[src/rtl/rx_gate_sequencer.sv]
// rx_gate_sequencer
//
// Receive-capture timing controller. Each rising edge of the synchronized
// radar trigger starts a window: wait delay_reg decimator strobes, then hold
// gate_out high for length_reg strobes. gate_out drives the RX buffer gate
// in place of the raw trigger.
//
// Ports:
//   clock          DSP clock (clk64 domain)
//   reset_n        asynchronous active-low reset
//   serial_strobe  settings-bus write strobe
//   serial_addr    settings-bus address (7 bits)
//   serial_data    settings-bus data (32 bits)
//   trigger        synchronized external trigger (level)
//   strobe         decimator strobe, single cycle per output sample
//   gate_out       capture gate to the RX buffer
//   busy           high while a window (delay or capture) is in progress
//   missed_trigger sticky: a trigger rise arrived while busy
//   window_count   number of completed windows (wraps at 16 bits)
//   status         {14'b0, enable, missed_trigger, window_count}
//   state_dbg      current FSM state (0 = IDLE, 1 = DELAY, 2 = CAPTURE)
//
// Settings bus handshake: a write is a single cycle with serial_strobe high;
// serial_addr/serial_data are valid only in that cycle and the write is
// always accepted (there is no ready/backpressure).

module rx_gate_sequencer #(
    parameter logic [6:0] ADDR_DELAY  = 7'd64,
    parameter logic [6:0] ADDR_LENGTH = 7'd65,
    parameter logic [6:0] ADDR_CTRL   = 7'd66
) (
    input  logic        clock,
    input  logic        reset_n,
    input  logic        serial_strobe,
    input  logic [6:0]  serial_addr,
    input  logic [31:0] serial_data,
    input  logic        trigger,
    input  logic        strobe,
    output logic        gate_out,
    output logic        busy,
    output logic        missed_trigger,
    output logic [15:0] window_count,
    output logic [31:0] status,
    output logic [1:0]  state_dbg
);

    typedef enum logic [1:0] {
        IDLE    = 2'd0,
        DELAY   = 2'd1,
        CAPTURE = 2'd2
    } state_t;

    state_t      state, state_next;
    logic [15:0] delay_reg, length_reg;
    logic        enable;
    logic        trig_q;
    logic [15:0] cnt, cnt_next;
    logic [15:0] len_lat, len_lat_next;
    logic        missed_next;
    logic [15:0] window_count_next;
    logic        window_done;

    logic wr_delay, wr_length, wr_ctrl, clear, trig_rise;
    logic unused_data;

    assign wr_delay    = serial_strobe && (serial_addr == ADDR_DELAY);
    assign wr_length   = serial_strobe && (serial_addr == ADDR_LENGTH);
    assign wr_ctrl     = serial_strobe && (serial_addr == ADDR_CTRL);
    assign clear       = wr_ctrl && serial_data[1];
    assign trig_rise   = trigger && !trig_q;
    assign unused_data = ^serial_data[31:16];

    // Configuration registers and trigger history.
    always_ff @(posedge clock or negedge reset_n) begin
        if (!reset_n) begin
            delay_reg  <= 16'd0;
            length_reg <= 16'd0;
            enable     <= 1'b0;
            trig_q     <= 1'b0;
        end else begin
            trig_q <= trigger;
            if (wr_delay)  delay_reg  <= serial_data[15:0];
            if (wr_length) length_reg <= serial_data[15:0];
            if (wr_ctrl)   enable     <= serial_data[0];
        end
    end

    // Next-state logic. The strobe sampled on the edge that enters a state
    // is seen while still in the previous state, so it is never counted
    // by the new state.
    always_comb begin
        state_next   = state;
        cnt_next     = cnt;
        len_lat_next = len_lat;
        window_done  = 1'b0;
        case (state)
            IDLE: begin
                if (trig_rise && enable && (length_reg != 16'd0)) begin
                    // Both registers are captured here so later writes
                    // cannot disturb the window already in flight.
                    len_lat_next = length_reg;
                    if (delay_reg == 16'd0) begin
                        state_next = CAPTURE;
                        cnt_next   = length_reg;
                    end else begin
                        state_next = DELAY;
                        cnt_next   = delay_reg;
                    end
                end
            end
            DELAY: begin
                if (!enable) begin
                    state_next = IDLE;
                    cnt_next   = 16'd0;
                end else if (strobe) begin
                    if (cnt == 16'd1) begin
                        state_next = CAPTURE;
                        cnt_next   = len_lat;
                    end else begin
                        cnt_next = cnt - 16'd1;
                    end
                end
            end
            CAPTURE: begin
                if (!enable) begin
                    state_next = IDLE;
                    cnt_next   = 16'd0;
                end else if (strobe) begin
                    if (cnt == 16'd1) begin
                        state_next  = IDLE;
                        cnt_next    = 16'd0;
                        window_done = 1'b1;
                    end else begin
                        cnt_next = cnt - 16'd1;
                    end
                end
            end
            default: begin
                state_next = IDLE;
                cnt_next   = 16'd0;
            end
        endcase

        // A rise seen in the cycle a window ends still counts as missed:
        // the machine was busy when it arrived.
        missed_next       = missed_trigger || (trig_rise && (state != IDLE));
        window_count_next = window_count + {15'd0, window_done};
        if (clear) begin
            missed_next       = 1'b0;
            window_count_next = 16'd0;
        end
    end

    // State, counters and registered outputs.
    always_ff @(posedge clock or negedge reset_n) begin
        if (!reset_n) begin
            state          <= IDLE;
            cnt            <= 16'd0;
            len_lat        <= 16'd0;
            gate_out       <= 1'b0;
            busy           <= 1'b0;
            missed_trigger <= 1'b0;
            window_count   <= 16'd0;
        end else begin
            state          <= state_next;
            cnt            <= cnt_next;
            len_lat        <= len_lat_next;
            gate_out       <= (state_next == CAPTURE);
            busy           <= (state_next != IDLE);
            missed_trigger <= missed_next;
            window_count   <= window_count_next;
        end
    end

    assign status    = {14'b0, enable, missed_trigger, window_count};
    assign state_dbg = state;

endmodule

[config.mk]
export PLATFORM = sky130hd
export DESIGN_NAME = rx_gate_sequencer
export DESIGN_NICKNAME = d
export VERILOG_FILES = /design/src/rtl/rx_gate_sequencer.sv
export SDC_FILE = /design/constraint.sdc
export NUM_CORES = 1
export LEC_CHECK = 0
export ABC_AREA = 1
export CAP_MARGIN = 20
export CORE_MARGIN = 8
export CORE_UTILIZATION = 55
export DETAILED_ROUTE_END_ITERATION = 16
export PLACE_DENSITY_LB_ADDON = 0.15
export SLEW_MARGIN = 20
export SYNTH_ARGS = -nofsm -noshare
export SYNTH_HDL_FRONTEND = slang
export SYNTH_SLANG_ARGS = --single-unit
[constraint.sdc]
create_clock -name clock -period 7.5 [get_ports clock]
set_input_delay 1.125 -clock clock [delete_from_list [all_inputs] [get_ports clock]]
set_output_delay 1.125 -clock clock [all_outputs]
set_load 0.01 [all_outputs]
==> flow_summary.toml, run 1 <==
[run_status]
status = "complete, no violations"

[critical_path]
crit_arrival_ns = 3.28
critPathKind = "flip-flop to flip-flop"
cp_max_fo = 11
end_kind = "flip-flop"
cp.required_ns = 7.74
reg2reg_setup_slack_ns = 4.46
start_kind = "flip-flop"

[route]
m1WireLength_um = 5650
drc_errors = 0
drt_iter0_drc = 279
via_per_inst = 5.02
ant_nets = 0
drt-total-wl_um = 11400
routed.top_layer = "met4"
met3_length_um = 419
met2_length_um = 5170
drtPass1Iterations = 4
routedWlPerCell_um = 13.4
vias = 4298

[clock_network]
post_cts_resized = 0
post_cts.repair.setup_buffers = 0
clkTransAtPathRegs_ns = 0.09
clkSinkCount = 87
clockBufferDepth = 2
cts_made_buffers = 9
clock-root-buffer = "clkbuf_8"
htreeDepth = 3
cts_tree = "done"
clock_latency_ns = 0.35
cts_hold_buf = 0

[place]
gp_congestion = 0.801
portBuffers = 66
preCtsSetupSlack_ns = 4.15
hpwl_um = 8590
dpl_cell_area_sq_mm = 0.00565

[sta]
fin_crit_sh_pct = 40.5
rsz0062_at_grt = "false"
worst_slack_ns = 4.46
fin_worst_skew_ns = 0.00905
finalMaxSlewViolations = 0
maxSlewHeadroom_pct = 40.3
fin_crit_ns = 3.04
tns_ns = 0
max_freq_mhz = 329
worst_pin_slew_ns = 0.894
hold_viol_final = 0
setup_viol = 0

[yosys]
async_reset_ff_share_pct = 100
ys_warn_count = 0
synth.avg_cell_area_sq_um = 7.36
synth_cell_types = 35
synthTopCellsByArea = "dfrtp_1 (42%), nand2_1 (16%), inv_1 (6.9%)"
syn-instance-count = 700
syn_area_sq_mm = 0.00515
synth_top_area_share_pct = 42.2
ys.flop_type = "dfrtp_1"
synth_seq_cells = 87
yosys.area.top_type = "dfrtp_1"
synth_edf_count = 0
ys_seq_area_share_pct = 42.2

[layout]
finalCoreUtilization_pct = 64.0
drive_gt1_share_pct = 9.66
area_growth_pct = 13.6
antenna_cells = 0
final_area_sq_mm = 0.00585
nets = 788

[floorplanning]
initial_core_util_pct = 56.3
boundaryPins = 97
rows = 35
fp.dieH_um = 113
core_sq_mm = 0.00915
fp.dieW_um = 113
dieArea_sq_mm = 0.0127

[power_and_ir_drop]
cellPowerDensity_mw_per_mm2 = 272
seq_power_share_pct = 36.9
irDropWorstVdd_mv = 0.150
p_total_mw = 1.59
p_leak_nw = 3.07
p_comb_share_pct = 42.4
p_clk_share_pct = 20.7
intPower_mw = 0.937
switching_share_pct = 41.2
switching_power_mw = 0.656

[grt]
grt_pass1_vias = 4052
grt_first_pass_wirelength_um = 19600
grt_overflow_total = 0
grt_max_degree = 65
grtUsageTotal_pct = 18.5
antenna_found_initial = 0

[job]
max_cap_violations = 0

[min_path]
hold_path_class = "flip-flop to flip-flop"
## cell usage in the layout (no fill, tap or decap), drive strengths merged
master         count
nand3             68
inv              100
dfrtp             87
clkinvlp           2
clkinv             1
xor2               3
o21ai             58
nor4               1
a22oi              1
ha                 4
nand2            226
xnor2              1
o21bai             1
bufinv             1
conb              14
nor3               9
nand3b             7
nor2              65
a21oi              5
or2                3
clkdlybuf4s50     65
clkbuf            12
nand4              9
buf                2
## worst max-delay path: stages (launching register included)
cell      delay (ns)
dfrtp_1         0.42
inv_1           0.09
ha_1            0.19
nand3_1         0.10
nor2_2          0.13
nand3_2         0.30
clkinv_8        0.16
nand2_2         0.07
nor4_1          0.29
ha_1            0.26
nand4_1         0.15
nor2_1          0.17
nand2_1         0.12
nor2_2          0.18
nand3_1         0.11
xor2_1          0.16
nor2_1          0.05
## routing by layer
layer	vias to the layer above	GRT usage, %
li1	2205	-
met1	1980	25.7
met2	96	28.6
met3	17	2.82
met4	0	6.83
met5	-	0
## metrics by stage
stage / cells / hold slack [ns]
after floorplan: 713 / 0.449
after global placement: 840 / 0.467
after detailed placement: 840 / 0.471
after CTS: 856 / 0.492
after global routing: 856 / 0.525
final: 856 / 0.488
## path summary, 6_finish.rpt
path,from,endpoint,depth (start not counted)
max,cnt[1],window_count[15],16
min,length_reg[8],length_reg[8],2
max reg2reg,cnt[1],window_count[15],16
min reg2reg,length_reg[8],length_reg[8],2
max in group asynchronous,reset_n,delay_reg[0],2
min in group asynchronous,reset_n,window_count[3],1
## area by class of cell
| cell class | count | area, sq um |
|---|---|---|
| inverters | 100 | 388 |
| flip-flops and latches | 87 | 2180 |
| well taps | 111 | 139 |
| clock inverters | 4 | 53.8 |
| fillers | 865 | 3300 |
| clock buffers | 12 | 145 |
| multi-input cells | 475 | 2280 |
| repair buffers | 67 | 666 |
## power by group through the flow
stage	logic, mW	clock network (mW)	registers, mW
after global placement	0.653	0	0.594
after global routing	0.782	0.352	0.599
final	0.675	0.330	0.588
after CTS	0.672	0.337	0.587
after floorplan	0.526	0	0.584
after detailed placement	0.668	0	0.597
## logic make-up after synthesis
family	share of synthesized area (%)
simple gates	34.8
buf+inv	14.5
flops	42.2
compound gates	6.72
xor+xnor	0.680
fa+ha+maj	0.971
other cells	0.0728
## cells in the mapped netlist, types with 3 or more instances
master	instances
nand2_1	215
inv_1	95
dfrtp_1	87
nand3_1	57
o21ai_0	53
nor2_1	47
buf_4	35
nor2_2	14
nand3_2	11
nand2_2	9
nand4_1	9
clkbuf_1	8
nor3_1	7
a21oi_1	5
nand3b_1	5
buf_2	4
buf_6	4
ha_1	4
inv_2	4
nor2_4	3
o21ai_2	3
xor2_1	3
No activity file was read; power rests on OpenSTA's default activity.
==> run 2: changes to the inputs <==
--- a/config.mk
+++ b/config.mk
@@ -8,7 +8,7 @@
 export ABC_AREA = 1
 export CAP_MARGIN = 20
 export CORE_MARGIN = 8
-export CORE_UTILIZATION = 55
+export CORE_UTILIZATION = 48
 export DETAILED_ROUTE_END_ITERATION = 16
 export PLACE_DENSITY_LB_ADDON = 0.15
 export SLEW_MARGIN = 20
==> constraint.sdc (replaced) <==
create_clock -name clock -period 2.5 [get_ports clock]
set_input_delay 0.375 -clock clock [delete_from_list [all_inputs] [get_ports clock]]
set_output_delay 0.375 -clock clock [all_outputs]
set_load 0.01 [all_outputs]
==> run 2 against run 1 <==
Net effect: global-route usage down 0.85 points; clock power rose to 3.0 times the previous value; die area is 12% higher; final cell count up 8.2%; combinational power grew to 3.6 times the previous value; critical path depth rose by 2; highest routed layer unchanged.
==> flow_summary.toml, run 2 (synthesized netlist as in run 1, its figures left out) <==
[run_status]
status = "complete, no violations"

[critical_path]
crit_chain = "inv_2, ha_4, nand3_4, nor2_4, nand3_4, clkinv_8, nand2_4, nor4_4, ha_2, nand3_2, nor2_2, nand2_2, nor2_4, nand2_2, nor2_4, nand3_1, nand2_1, a21oi_2"
start_kind = "flip-flop"
cpMostUsedCell = "nor2_4"
end_kind = "flip-flop"
startpoint = "cnt[1]"
cp.required_ns = 2.75
cpPeakStageDelay_ns = 0.39
cp_max_fo = 6
critPathKind = "flip-flop to flip-flop"
crit_arrival_ns = 2.69
worstReg2RegStart = "cnt[1]"
crit_slowest_cell = "dfrtp_1"

[grt]
antenna_found_initial = 0
grt_max_degree = 53
grt_first_pass_wirelength_um = 20900
grt_pass1_vias = 4303
grt_overflow_total = 0
grtUsageTotal_pct = 17.7

[clock_network]
cts_tree = "done"
cts_made_buffers = 9
clkSinkCount = 87
htreeDepth = 3
clock_latency_ns = 0.35
clockBufferDepth = 2
clock-root-buffer = "clkbuf_8"
clkTransAtPathRegs_ns = 0.09

[power_and_ir_drop]
p_total_mw = 5.16
cellPowerDensity_mw_per_mm2 = 819
p_leak_nw = 3.30
irDropWorstVdd_mv = 0.495

[place]
hpwl_um = 9170
portBuffers = 66
gp_congestion = 0.863

[floorplanning]
dieArea_sq_mm = 0.0143
rows = 38
initial_core_util_pct = 48.4
boundaryPins = 97
fp.dieH_um = 120
core_sq_mm = 0.0107
fp.dieW_um = 120

[layout]
final_common_cell = "nand2_1"
antenna_cells = 0
mostFrequentLayoutCells = "nand2_1 (213), inv_1 (94), dfrtp_1 (87)"
drive_gt1_share_pct = 15.8
area_growth_pct = 22.2
nets = 830

[sta]
hold_viol_final = 0
fin_worst_skew_ns = 0.0117
tns_ns = 0
setup_viol = 0
finalMaxSlewViolations = 0
rsz0062_at_grt = "true"
fin_crit_sh_pct = 97.6
fin_crit_ns = 2.44
max_freq_mhz = 410
whs_ns = 0.486

[route]
drc_errors = 0
via_per_inst = 4.85
drt-total-wl_um = 12200
m1WireLength_um = 6100
drt_iter0_drc = 356
routed.top_layer = "met4"
drtPass1Iterations = 8
met2_length_um = 5350
met3_length_um = 617
routedWlPerCell_um = 13.2
ant_nets = 0
vias = 4494

[min_path]
hold_path_class = "flip-flop to flip-flop"
min_from = "delay_reg[7]"

[job]
max_cap_violations = 0
[run 2: path summary, 6_finish.rpt]
path	endpoint	slack [ns]	depth (start not counted)
worst max-delay path	window_count[10]	0.06	18
worst min-delay path	delay_reg[7]	0.49	2
worst max register to register	window_count[10]	0.06	18
worst min register to register	delay_reg[7]	0.49	2
max in group asynchronous	length_reg[6]	1.35	3
min in group asynchronous	gate_out	0.52	2
[run 2: routing by layer]
layer	vias up	GRT usage [%]
li1	2292	-
met1	2082	25.1
met2	110	26.4
met3	10	3.85
met4	0	5.23
met5	-	0
[run 2: metrics by stage]
step | utilization, % | instance area (sq um) | cells | setup slack, ns
2_1_floorplan | - | 5210 | 713 | 0.0803
3_3_place_gp | 56.0 | 5970 | 904 | -0.0536
3_5_place_dp | 56.0 | 5970 | 904 | -0.141
4_1_cts | 58.6 | 6240 | 921 | 0.00447
5_1_grt | 59.1 | 6300 | 926 | -0.130
6_report | 59.1 | 6300 | 926 | 0.0598
[run 2: timing repair]
action	CTS	global route
setup buffers	1	5
gates resized for setup	12	6
hold buffers	1	0
hold endpoints to repair	35	0
pin swaps	4	2
setup endpoints to repair	10	9
[run 2: cell type report]
class                   instances  area [sq um]
repair buffers                109           996
flip-flops and latches         87          2180
multi-input cells             475          2370
clock inverters                 4          45.0
inverters                     100           388
well taps                     140           175
clock buffers                  11           151
fillers                      1004          4350
[run 2: power breakdown]
group          internal (mW)  switching (mW)  total [mW]
combinational          0.984            1.48        2.46
sequential              1.59           0.121        1.71
clock                  0.506           0.478       0.984
total                   3.08            2.08        5.16
[run 2: critical path, delay by kind of cell (launching register included)]
kind,cells,cell delay (ns)
flops,1,0.39
fa+ha+maj,2,0.39
compound gates,1,0.03
simple gates,13,1.37
buf+inv,2,0.15
==> run 3: changes to the inputs <==
--- a/config.mk
+++ b/config.mk
@@ -6,7 +6,6 @@
 export NUM_CORES = 1
 export LEC_CHECK = 0
 export ABC_AREA = 1
-export CAP_MARGIN = 20
 export CORE_MARGIN = 8
 export CORE_UTILIZATION = 48
 export DETAILED_ROUTE_END_ITERATION = 16
==> constraint.sdc (replaced) <==
create_clock -name clock -period 2.5 [get_ports clock]
set_input_delay 0.25 -clock clock [delete_from_list [all_inputs] [get_ports clock]]
set_output_delay 0.25 -clock clock [all_outputs]
set_load 0.01 [all_outputs]
==> run 3 against run 2 <==
Net effect: non-clock buffer count is 5 higher; fmax grew 1.2%; final cell count grew 0.54%; clock power fell by 6.8%; worst setup slack gained 0.028 ns; critical path depth fell by 1; worst hold slack worse by 0.10 ns; critical path type unchanged.
==> flow_summary.toml, run 3 (synthesized netlist as in run 1, its figures left out) <==
[route]
routedWlPerCell_um = 13.1
drt_iter0_drc = 326
drt-total-wl_um = 12200
drtPass1Iterations = 6
via_per_inst = 4.80
ant_nets = 0
vias = 4470
drc_errors = 0

[sta]
max_freq_mhz = 415
rsz0062_at_grt = "true"
finalMaxSlewViolations = 0
tns_ns = 0
fin_crit_ns = 2.41
worst_slack_ns = 0.0878
fin_worst_skew_ns = 0.0166
worst_pin_slew_ns = 0.531
maxSlewHeadroom_pct = 64.6
setup_viol = 0
hold_viol_final = 0
whs_ns = 0.381
fin_crit_sh_pct = 96.5

[grt]
grtUsageTotal_pct = 18.0
grt_max_degree = 49
antenna_found_initial = 0
grt_overflow_total = 0
grt_pass1_vias = 4405
grt_first_pass_wirelength_um = 21400

[place]
gp_congestion = 0.850
portBuffers = 66
hpwl_um = 9180
preCtsSetupSlack_ns = -0.0520
dpl.cell_count = 904
dpl_cell_area_sq_mm = 0.00597

[layout]
fill_cells = 1015
drive_gt1_share_pct = 16.8
finalCoreUtilization_pct = 59.7
antenna_cells = 0
seq_area_sq_mm = 0.00218
final_cells = 931
nets = 835
multi_input_area_sq_mm = 0.00240
mostFrequentLayoutCells = "nand2_1 (211), inv_1 (94), dfrtp_1 (87)"
final_area_sq_mm = 0.00636
area_growth_pct = 23.4
final_common_cell = "nand2_1"

[min_path]
hold_path_depth = 1
min_from = "trigger"
worstHoldEndpoint = "trig_q"
hold_path_class = "primary input to flip-flop"

[critical_path]
reg2reg_setup_slack_ns = 0.09
critPathKind = "flip-flop to flip-flop"
start_kind = "flip-flop"
cp_max_fo = 6
worst-path-buf-inv = 2
worstReg2RegStart = "cnt[1]"
crit_chain = "inv_2, ha_4, nand3_4, nor2_4, nand3_4, clkinv_8, nand2_8, nor4_4, ha_2, nand3_4, nor2_2, nand2_2, nor2_4, nand2_2, nor2_4, nand4_1, a21oi_1"
r2r_end = "window_count[12]"
crit_cells = 17
cp.required_ns = 2.79
cpPeakStageDelay_ns = 0.40
crit_family = "simple AND/OR/NAND/NOR gates"
crit_slowest_cell = "dfrtp_1"
r2r_cells = 17
end_kind = "flip-flop"
crit_arrival_ns = 2.70

[floorplanning]
fp.dieW_um = 120
boundaryPins = 97
core_sq_mm = 0.0107
initial_core_util_pct = 48.4
rows = 38
dieArea_sq_mm = 0.0143
fp.dieH_um = 120

[clock_network]
clock-root-buffer = "clkbuf_8"
cts_tree = "done"
htreeDepth = 3
clkSinkCount = 87
cts_made_buffers = 9
clkTransAtPathRegs_ns = 0.09
clock_latency_ns = 0.36
clockBufferDepth = 2

[power_and_ir_drop]
p_total_mw = 5.10
p_leak_nw = 3.32
irDropWorstVdd_mv = 0.479
cellPowerDensity_mw_per_mm2 = 802

[run_status]
status = "complete, no violations"

[job]
max_cap_violations = 0
## run 3: layer usage
metal | wire length [um] | vias to the layer above | global-route usage [%]
met3 | 647 | 13 | 4.13
li1 | - | 2298 | -
met5 | 0 | - | 0
met4 | 158 | 0 | 5.46
met2 | 5530 | 111 | 27.7
met1 | 5870 | 2048 | 24.7
## run 3: how the worst max path moves through the flow
stage                     startpoint                to  slack (ns)
after CTS                     cnt[1]  window_count[10]       0.003
after global placement        cnt[1]  window_count[15]       -0.03
after global routing          cnt[1]  window_count[12]       -0.13
final                         cnt[1]  window_count[12]        0.09
after floorplan               cnt[1]  window_count[15]        0.08
after detailed placement      cnt[1]  window_count[15]       -0.05
## run 3: where the power goes
group / internal [mW] / switching [mW]
logic: 0.997 / 1.47
clock network: 0.434 / 0.483
registers: 1.59 / 0.120
## run 3: final cells by class
cell class	count	share of cell area (%)
Clock buffer	12	2.60
Clock inverter	3	0.275
Inverter	100	6.10
Multi-Input combinational cell	475	37.8
Sequential cell	87	34.2
Tap cell	140	2.75
Timing Repair Buffer	114	16.3
## run 3: worst register-to-register path: cells and delay by family, from the launching register on
kind	cells	cell delay, ns
and+or+nand+nor	12	1.26
DFF	1	0.40
adders and majority gates	2	0.40
buffers and inverters	2	0.15
AOI/OAI and AO/OA	1	0.13
## run 3: what timing repair did
action / in CTS / in global routing
endpoints found under the setup margin: 7 / 10
hold endpoints to repair: 39 / 0
pin swaps: 5 / 6
hold buffers: 1 / 0
setup buffers: 6 / 5
resized for setup: 13 / 12
